[config.mk]
export PLATFORM = sky130hd
export DESIGN_NAME = frame_mem_arbiter
export DESIGN_NICKNAME = d
export VERILOG_FILES = /design/src/rtl/frame_mem_pkg.sv /design/src/rtl/arb_starve_counter.sv /design/src/rtl/frame_mem_arbiter.sv
export SDC_FILE = /design/constraint.sdc
export NUM_CORES = 1
export LEC_CHECK = 0
export BUFFER_PORTS_ARGS = -buffer_cell sky130_fd_sc_hd__buf_2
export CAP_MARGIN = 10
export CORE_MARGIN = 5
export CORE_UTILIZATION = 42
export DETAILED_ROUTE_END_ITERATION = 10
export PLACE_DENSITY = 0.73
export SYNTH_ARGS = -nofsm -noshare
export SYNTH_HDL_FRONTEND = slang
export SYNTH_SLANG_ARGS = --single-unit
[constraint.sdc]
create_clock -name Clock -period 2.08 [get_ports Clock]
set_clock_uncertainty 0.05 [all_clocks]
set_input_delay 0.208 -clock Clock [delete_from_list [all_inputs] [get_ports Clock]]
set_output_delay 0.208 -clock Clock [all_outputs]
set_load 0.005 [all_outputs]
[src/rtl/frame_mem_pkg.sv]
// Shared defaults and enums for the framebuffer read arbiter.
package frame_mem_pkg;

    localparam int ADDR_W_DEF       = 16;
    localparam int DATA_W_DEF       = 3;
    localparam int STARVE_LIMIT_DEF = 4;

    typedef enum logic [1:0] {
        ST_IDLE,
        ST_VID,
        ST_DET_NORM,
        ST_DET_FORCE
    } arb_state_t;

    typedef enum logic [1:0] {
        OWN_NONE,
        OWN_VID,
        OWN_DET
    } owner_t;

endpackage

[src/rtl/arb_starve_counter.sv]
// Saturating 4-bit count of consecutive detector denials with a limit flag.
module arb_starve_counter #(
    parameter int LIMIT = 4
) (
    input  logic Clock,
    input  logic Reset,
    input  logic inc,
    input  logic clear,
    output logic limit_reached
);

    logic [3:0] count;

    always_ff @(posedge Clock or negedge Reset) begin
        if (!Reset) begin
            count <= '0;
        end else if (clear) begin
            count <= '0;
        end else if (inc && count != 4'hF) begin
            count <= count + 4'd1;
        end
    end

    assign limit_reached = (count >= 4'(LIMIT));

endmodule

[src/rtl/frame_mem_arbiter.sv]
// Two-port framebuffer read arbiter: display has priority, detector is forced in after
// STARVE_LIMIT consecutive denials. Optional stats counters under FRAME_ARB_STATS_EN.
//
// state        | meaning
// ST_IDLE      | no framebuffer access issued last cycle
// ST_VID       | display read in flight
// ST_DET_NORM  | detector read in flight, won on default priority
// ST_DET_FORCE | detector read in flight, won by starvation override
module frame_mem_arbiter
    import frame_mem_pkg::*;
#(
    parameter int ADDR_W       = ADDR_W_DEF,
    parameter int DATA_W       = DATA_W_DEF,
    parameter int STARVE_LIMIT = STARVE_LIMIT_DEF
) (
    input  logic              Clock,
    input  logic              Reset,
    input  logic              vid_req,
    input  logic [ADDR_W-1:0] vid_addr,
    output logic              vid_grant,
    output logic              vid_valid,
    output logic [DATA_W-1:0] vid_data,
    input  logic              det_req,
    input  logic [ADDR_W-1:0] det_addr,
    output logic              det_grant,
    output logic              det_valid,
    output logic [DATA_W-1:0] det_data,
    output logic              mem_en,
    output logic [ADDR_W-1:0] mem_addr,
    input  logic [DATA_W-1:0] mem_rdata
`ifdef FRAME_ARB_STATS_EN
    ,
    output logic [15:0]       det_grant_cnt,
    output logic [15:0]       det_force_cnt
`endif
);

    arb_state_t        state, state_nxt;
    owner_t            owner, owner_nxt;
    logic [ADDR_W-1:0] addr_q;
    logic [DATA_W-1:0] vid_hold, det_hold;
    logic              limit_reached;
    logic              force_det;

    arb_starve_counter #(.LIMIT(STARVE_LIMIT)) u_starve (
        .Clock        (Clock),
        .Reset        (Reset),
        .inc          (det_req & ~det_grant),
        .clear        (~det_req | det_grant),
        .limit_reached(limit_reached)
    );

    // Grants are gated by Reset so nothing reaches the framebuffer while held in reset.
    assign force_det = det_req & limit_reached;
    assign det_grant = Reset & det_req & (force_det | ~vid_req);
    assign vid_grant = Reset & vid_req & ~force_det;
    assign mem_en    = vid_grant | det_grant;
    assign mem_addr  = det_grant ? det_addr : (vid_grant ? vid_addr : addr_q);

    always_comb begin
        state_nxt = ST_IDLE;
        owner_nxt = OWN_NONE;
        if (det_grant) begin
            state_nxt = force_det ? ST_DET_FORCE : ST_DET_NORM;
            owner_nxt = OWN_DET;
        end else if (vid_grant) begin
            state_nxt = ST_VID;
            owner_nxt = OWN_VID;
        end
    end

    always_ff @(posedge Clock or negedge Reset) begin
        if (!Reset) begin
            state    <= ST_IDLE;
            owner    <= OWN_NONE;
            addr_q   <= '0;
            vid_hold <= '0;
            det_hold <= '0;
        end else begin
            state    <= state_nxt;
            owner    <= owner_nxt;
            addr_q   <= mem_addr;
            vid_hold <= vid_data;
            det_hold <= det_data;
        end
    end

    // Read data arrives in the valid cycle, so it is steered straight through and then held.
    assign vid_valid = (state == ST_VID);
    assign det_valid = (state == ST_DET_NORM) || (state == ST_DET_FORCE);
    assign vid_data  = (owner == OWN_VID) ? mem_rdata : vid_hold;
    assign det_data  = (owner == OWN_DET) ? mem_rdata : det_hold;

`ifdef FRAME_ARB_STATS_EN
    always_ff @(posedge Clock or negedge Reset) begin
        if (!Reset) begin
            det_grant_cnt <= '0;
            det_force_cnt <= '0;
        end else begin
            if (det_grant && det_grant_cnt != 16'hFFFF)
                det_grant_cnt <= det_grant_cnt + 16'd1;
            if (state_nxt == ST_DET_FORCE && det_force_cnt != 16'hFFFF)
                det_force_cnt <= det_force_cnt + 16'd1;
        end
    end
`endif

endmodule

Word level (Yosys, flattened, before mapping)
Cells that the tools add are included.
Cells by class
  eq/ne operators: 6
  muxes and demuxes: 10
  bitwise operators: 13
  reduce and logical (&&, ||, !) cells: 3
  add/sub/neg operators: 1
  $lt $le $gt $ge: 1
Operators by type and width (number)
  $mux W16: 2
  $mux W4: 2
  $and A1 B1 Y1: 6
  $eq A2 B2 Y1 const B: 3
  $mux W3: 2
  $add A4 B1 Y4 const B: 1
  $eq A2 B1 Y1 const B: 2
  $ge A4 B3 Y1 const B: 1
  $mux W2: 2
  $ne A4 B4 Y1 const B: 1
  $not A1 Y1: 4
  $or A1 B1 Y1: 3
  $mux W1: 2
  $reduce_bool A2 Y1: 1
  $logic_and A1 B1 Y1: 1
  $logic_or A1 B1 Y1: 1
Word-level totals
  word-level logic and storage cells: 40
  output and inout bits: 27
  register bits: 30
  input port bits: 39

Depth between registers and ports, before layout
  depth after elaboration: 9
  mapped depth: 6
  gate-level depth less buffers: 4

Modules after synthesis
From an unflattened synthesis, not the netlist that was laid out.
Unflattened totals
  cells, all modules: 148
  area total of the unflattened synthesis: 1627.8 um2
Modules (own cells, without submodules)
  frame_mem_arbiter: instances 1, area an instance 1392.6 um2, cells each 127
  arb_starve_counter: instances 1, area an instance 235.2 um2, cells each 21

Least setup slack after synthesis
Ideal clock, no wire load.
  kind: reg-to-output
  from: reg u_starve.count[2]
  to: out mem_addr[10]
  arrival: 1.338 ns
  path slack: 0.484 ns
  required time: 1.822 ns
  stages on the path, launching flop included: 6
  cells stage by stage: dfrtp_1 -> buf_2 -> o21ai_1 -> buf_4 -> nand4_1 -> a31oi_1
Between the ends
  longest elaborated chain between the ends: 6
  elaborated cells on any way between the ends: 8
Ends and longest elaborated chain
  start: declaration: line arb_starve_counter.sv:12  | logic [3:0] count;
  start signal: assignment: line arb_starve_counter.sv:20  | count <= count + 4'd1;
  $ge A4 B3 Y1 *: line arb_starve_counter.sv:24  | assign limit_reached = (count >= 4'(LIMIT));
  $and A1 B1 Y1 *: line frame_mem_arbiter.sv:54  | assign force_det = det_req & limit_reached;
  $not A1 Y1: line frame_mem_arbiter.sv:56  | assign vid_grant = Reset & vid_req & ~force_det;
  $and A1 B1 Y1: line frame_mem_arbiter.sv:56
  $mux W16: line frame_mem_arbiter.sv:58  | assign mem_addr = det_grant ? det_addr : (vid_grant ? vid_addr : addr_q);
  $mux W16 *: line frame_mem_arbiter.sv:58
  end: declaration: line frame_mem_arbiter.sv:29  | output logic [ADDR_W-1:0] mem_addr,
Every way passes the cells marked *; elsewhere a longest branch is shown, timed or not.

Worst setup path after layout
  from: in Reset
  to: out mem_addr[10]
Between the ends
  longest elaborated chain between the ends: 4
  elaborated cells on any way between the ends: 6
Ends and longest elaborated chain
  start: declaration: line frame_mem_arbiter.sv:17  | input logic Reset,
  $and A1 B1 Y1 (2 in a row): line frame_mem_arbiter.sv:56
  $mux W16: line frame_mem_arbiter.sv:58
  $mux W16 *: line frame_mem_arbiter.sv:58
Marks and branches as above.

==> metrics.md <==
| Metric | Value |
|---|---|
| Status | `finished clean` |
| Area contributors post-synth | `dfrtp_1 (52%), a31oi_1 (7.5%), nand4_1 (7.1%)` |
| Chip width | `roughly 68 um` |
| Final instance area | `0.00191 mm2` |
| Setup violations, final | `0` |
| Area Overhead vs Synth | `35.3%` |
| Worst path cell trace | `buf_2 > dlygate4sd3_1 > buf_12 > nand4_1 > a31oi_1 > buf_2` |
| Total CTS buffers | `5` |
| DR WL/cell | `approximately 15 um` |
| Port Buffers | `between 60 and 70` |
| H-tree levels | `2` |
| Max Fclk | `a little over 0.5 GHz` |
| Main synth FF type | `dfrtp_1` |
| Worst skew pair latency | `330 ps` |
| Clock sink count | `29` |
| Vias in the first global route | `approximately 1,300` |
| Yosys cell types | `24` |
| Critical Path AT | `~1700 ps` |
| Most used routing layer | `met2` |
| Sequential cell area fraction in the yosys report | `51.5%` |
| Worst path bufs/invs | `4` |
| Gr usage total | `18.1%` |
| Final non-filler cell total | `260` |
| Top cell type by total area after synthesis | `dfrtp_1` |
| Syn avg cell area | `9.78 um2` |
| Max incr delay on CP | `between 600 and 700 ps` |
| Met3 Use GR | `~6.4%` |
| Worst path slowest cell | `dlygate4sd3_1` |
| Grt met1 use | `roughly a fifth` |
| Unrepaired setup endpoints after global routing | `no` |
| Number of max-cap violations | `0` |
| Final Routed Wirelength | `3.98 mm` |
| Pwr dens | `around 730 mW/mm2` |
| Largest vdd supply drop | `0.323 mV` |
| First-pass GRT wire length | `6.06 mm` |
| # nets final | `253` |
| Row cnt | `21` |
| Dpl cells | `between 200 and 300` |
| Antenna-violating nets left | `0` |
| Crit Path Class | `in2out` |
| Grt total ovfl | `0` |
| Fin Setup TNS | `0 ps` |
| # DRC | `0` |
| Placer Congestion | `roughly 0.8` |
| Most frequent cell after synthesis | `dfrtp_1` |
| CORE AREA | `0.00328 mm2` |
| Most common cell type on the critical path | `buf_2` |
| Top cells by count, synth | `dfrtp_1 (29), nor3_1 (18), o21ai_0 (18)` |
| Final hold violations | `0` |
| Tcrit/Tclk final | `94.5%` |
| Drt first pass iters | `5` |
| Die ar. | `roughly 0.0046 mm2` |
| CP endpoint kind | `output port` |
| Req. time, crit path | `1820 ps` |
| Critical path's top delay family | `buffers and inverters` |
| Worst slew margin relative to its limit | `between 50% and 60%` |
| Leak | `between 0.8 and 0.9 nW` |
| # diodes | `0` |
| Area fraction of the dominant cell type after synthesis | `51.5%` |
| Worst-case clock buffer depth | `2` |
| EDFF count, synth | `0` |
| Initial core utilization | `a little over two fifths` |
| Slew @ Worst Pin | `607 ps` |
| Area of the mapped netlist | `roughly 0.0014 mm2` |
| Synth Register Bits | `29` |
| Initial antenna violation count | `0` |
| Yosys warns | `0` |
| Post-CTS Setup Inserts | `0` |
| Clk root buf | `clkbuf_4` |
| CTS tree | `done` |
| DP Wirelength | `2.91 mm` |
| Cells after Synth | `144` |
| DP Area | `0.00178 mm2` |
| Worst Path Max Fanout | `21` |
| Drt first-iter violations | `73` |
| Chip Height | `around 68 um` |
| CP startpoint kind | `primary input` |
| Vias | `1,425` |
| Clock Pin Slew Worst Setup and Hold Paths | `roughly 90 ps` |
| Hold Path Class | `in2reg` |
| Largest net degree at the start of global routing | `22` |
| Top Ports | `between 60 and 70` |
| Final core occ | `between 50% and 60%` |
| Met2 GRT Util | `about 30%` |
| Syn nets | `~180` |
| Layout cell share with drive strength beyond 1 | `between 40% and 50%` |
| Final min period | `1970 ps` |
| Slew Limit Fails | `0` |
| Async SR Flop Fraction | `100%` |
| DR vias/cell | `approximately 5.5` |
## cell type report
cell class                      count  area (um2)
Sequential cell                    29         728
Clock inverter                      1        5.00
Tap cell                           46        57.6
Clock buffer                        7        65.1
Timing Repair Buffer               76         429
Inverter                            2        7.51
Multi-Input combinational cell     99         613
Fill cell                         288        1380
## final timing paths
check / start / end / slack [ps] / cells past startpoint
max: Reset / mem_addr[10] / 110 / 6
min: mem_rdata[1] / det_hold[1] / 90 / 2
max reg2reg: u_starve.count[3] / u_starve.count[3] / 580 / 4
min reg2reg: vid_hold[0] / vid_hold[0] / 450 / 1
max in group asynchronous: Reset / det_hold[0] / 1120 / 4
min in group asynchronous: Reset / u_starve.count[2] / 370 / 2
## logic make-up after synthesis
logic type,Yosys count,share of synthesized area [%]
DFF,29,51.5
muxes,7,5.51
adders and majority gates,1,0.888
xor gates and xnor gates,1,0.622
buffers and inverters,16,5.86
and+or+nand+nor,53,20.8
AOI/OAI and AO/OA,37,14.8
## stage by stage
step	hold slack [ps]	setup slack [ps]	power (mW)
2_1_floorplan	-138	484	0.829
3_3_place_gp	43.6	288	0.983
3_5_place_dp	52.2	246	0.992
4_1_cts	73.9	30.2	1.39
5_1_grt	73.0	12.5	1.46
6_report	87.7	114	1.38
## flip-flops by register name, indices dropped and copies added, names as in the netlist
register / count
owner: 2
state: 1
det_hold: 3
u_starve.count: 4
vid_hold: 3
addr_q: 16
## repair_timing
item,4_1_cts,5_1_grt
gates cloned,0,0
hold buffers,2,0
setup endpoints to repair,18,17
pin swaps,0,0
endpoints found under the hold margin,7,0
resized for setup,1,12
## per-layer routing
layer	vias to the layer above	share of wire, %	wire (um)
met5	-	0	0
met4	0	1.5	58
met3	6	8.0	319
met2	58	51	2040
met1	680	39	1560
li1	681	-	-
## layout by cell type (no fill, tap or decap), types with 2 or more instances in the layout
cell,count
nand2_1,3
clkbuf_4,5
nor2b_1,2
dfrtp_2,2
o21ai_0,15
buf_4,7
nand3_1,2
nand4_1,16
clkbuf_8,2
inv_1,2
dlygate4sd3_1,2
mux2_2,6
a31oi_1,16
o21ai_1,3
nor3_1,18
nor2_1,8
buf_2,65
dfrtp_1,27
## power breakdown
group | leakage [nW] | internal (mW) | switching, mW
sequential | 0.349 | 0.643 | 0.0225
clock | 0.0413 | 0.196 | 0.197
combinational | 0.506 | 0.158 | 0.166
(Power assumes the default switching activity.)
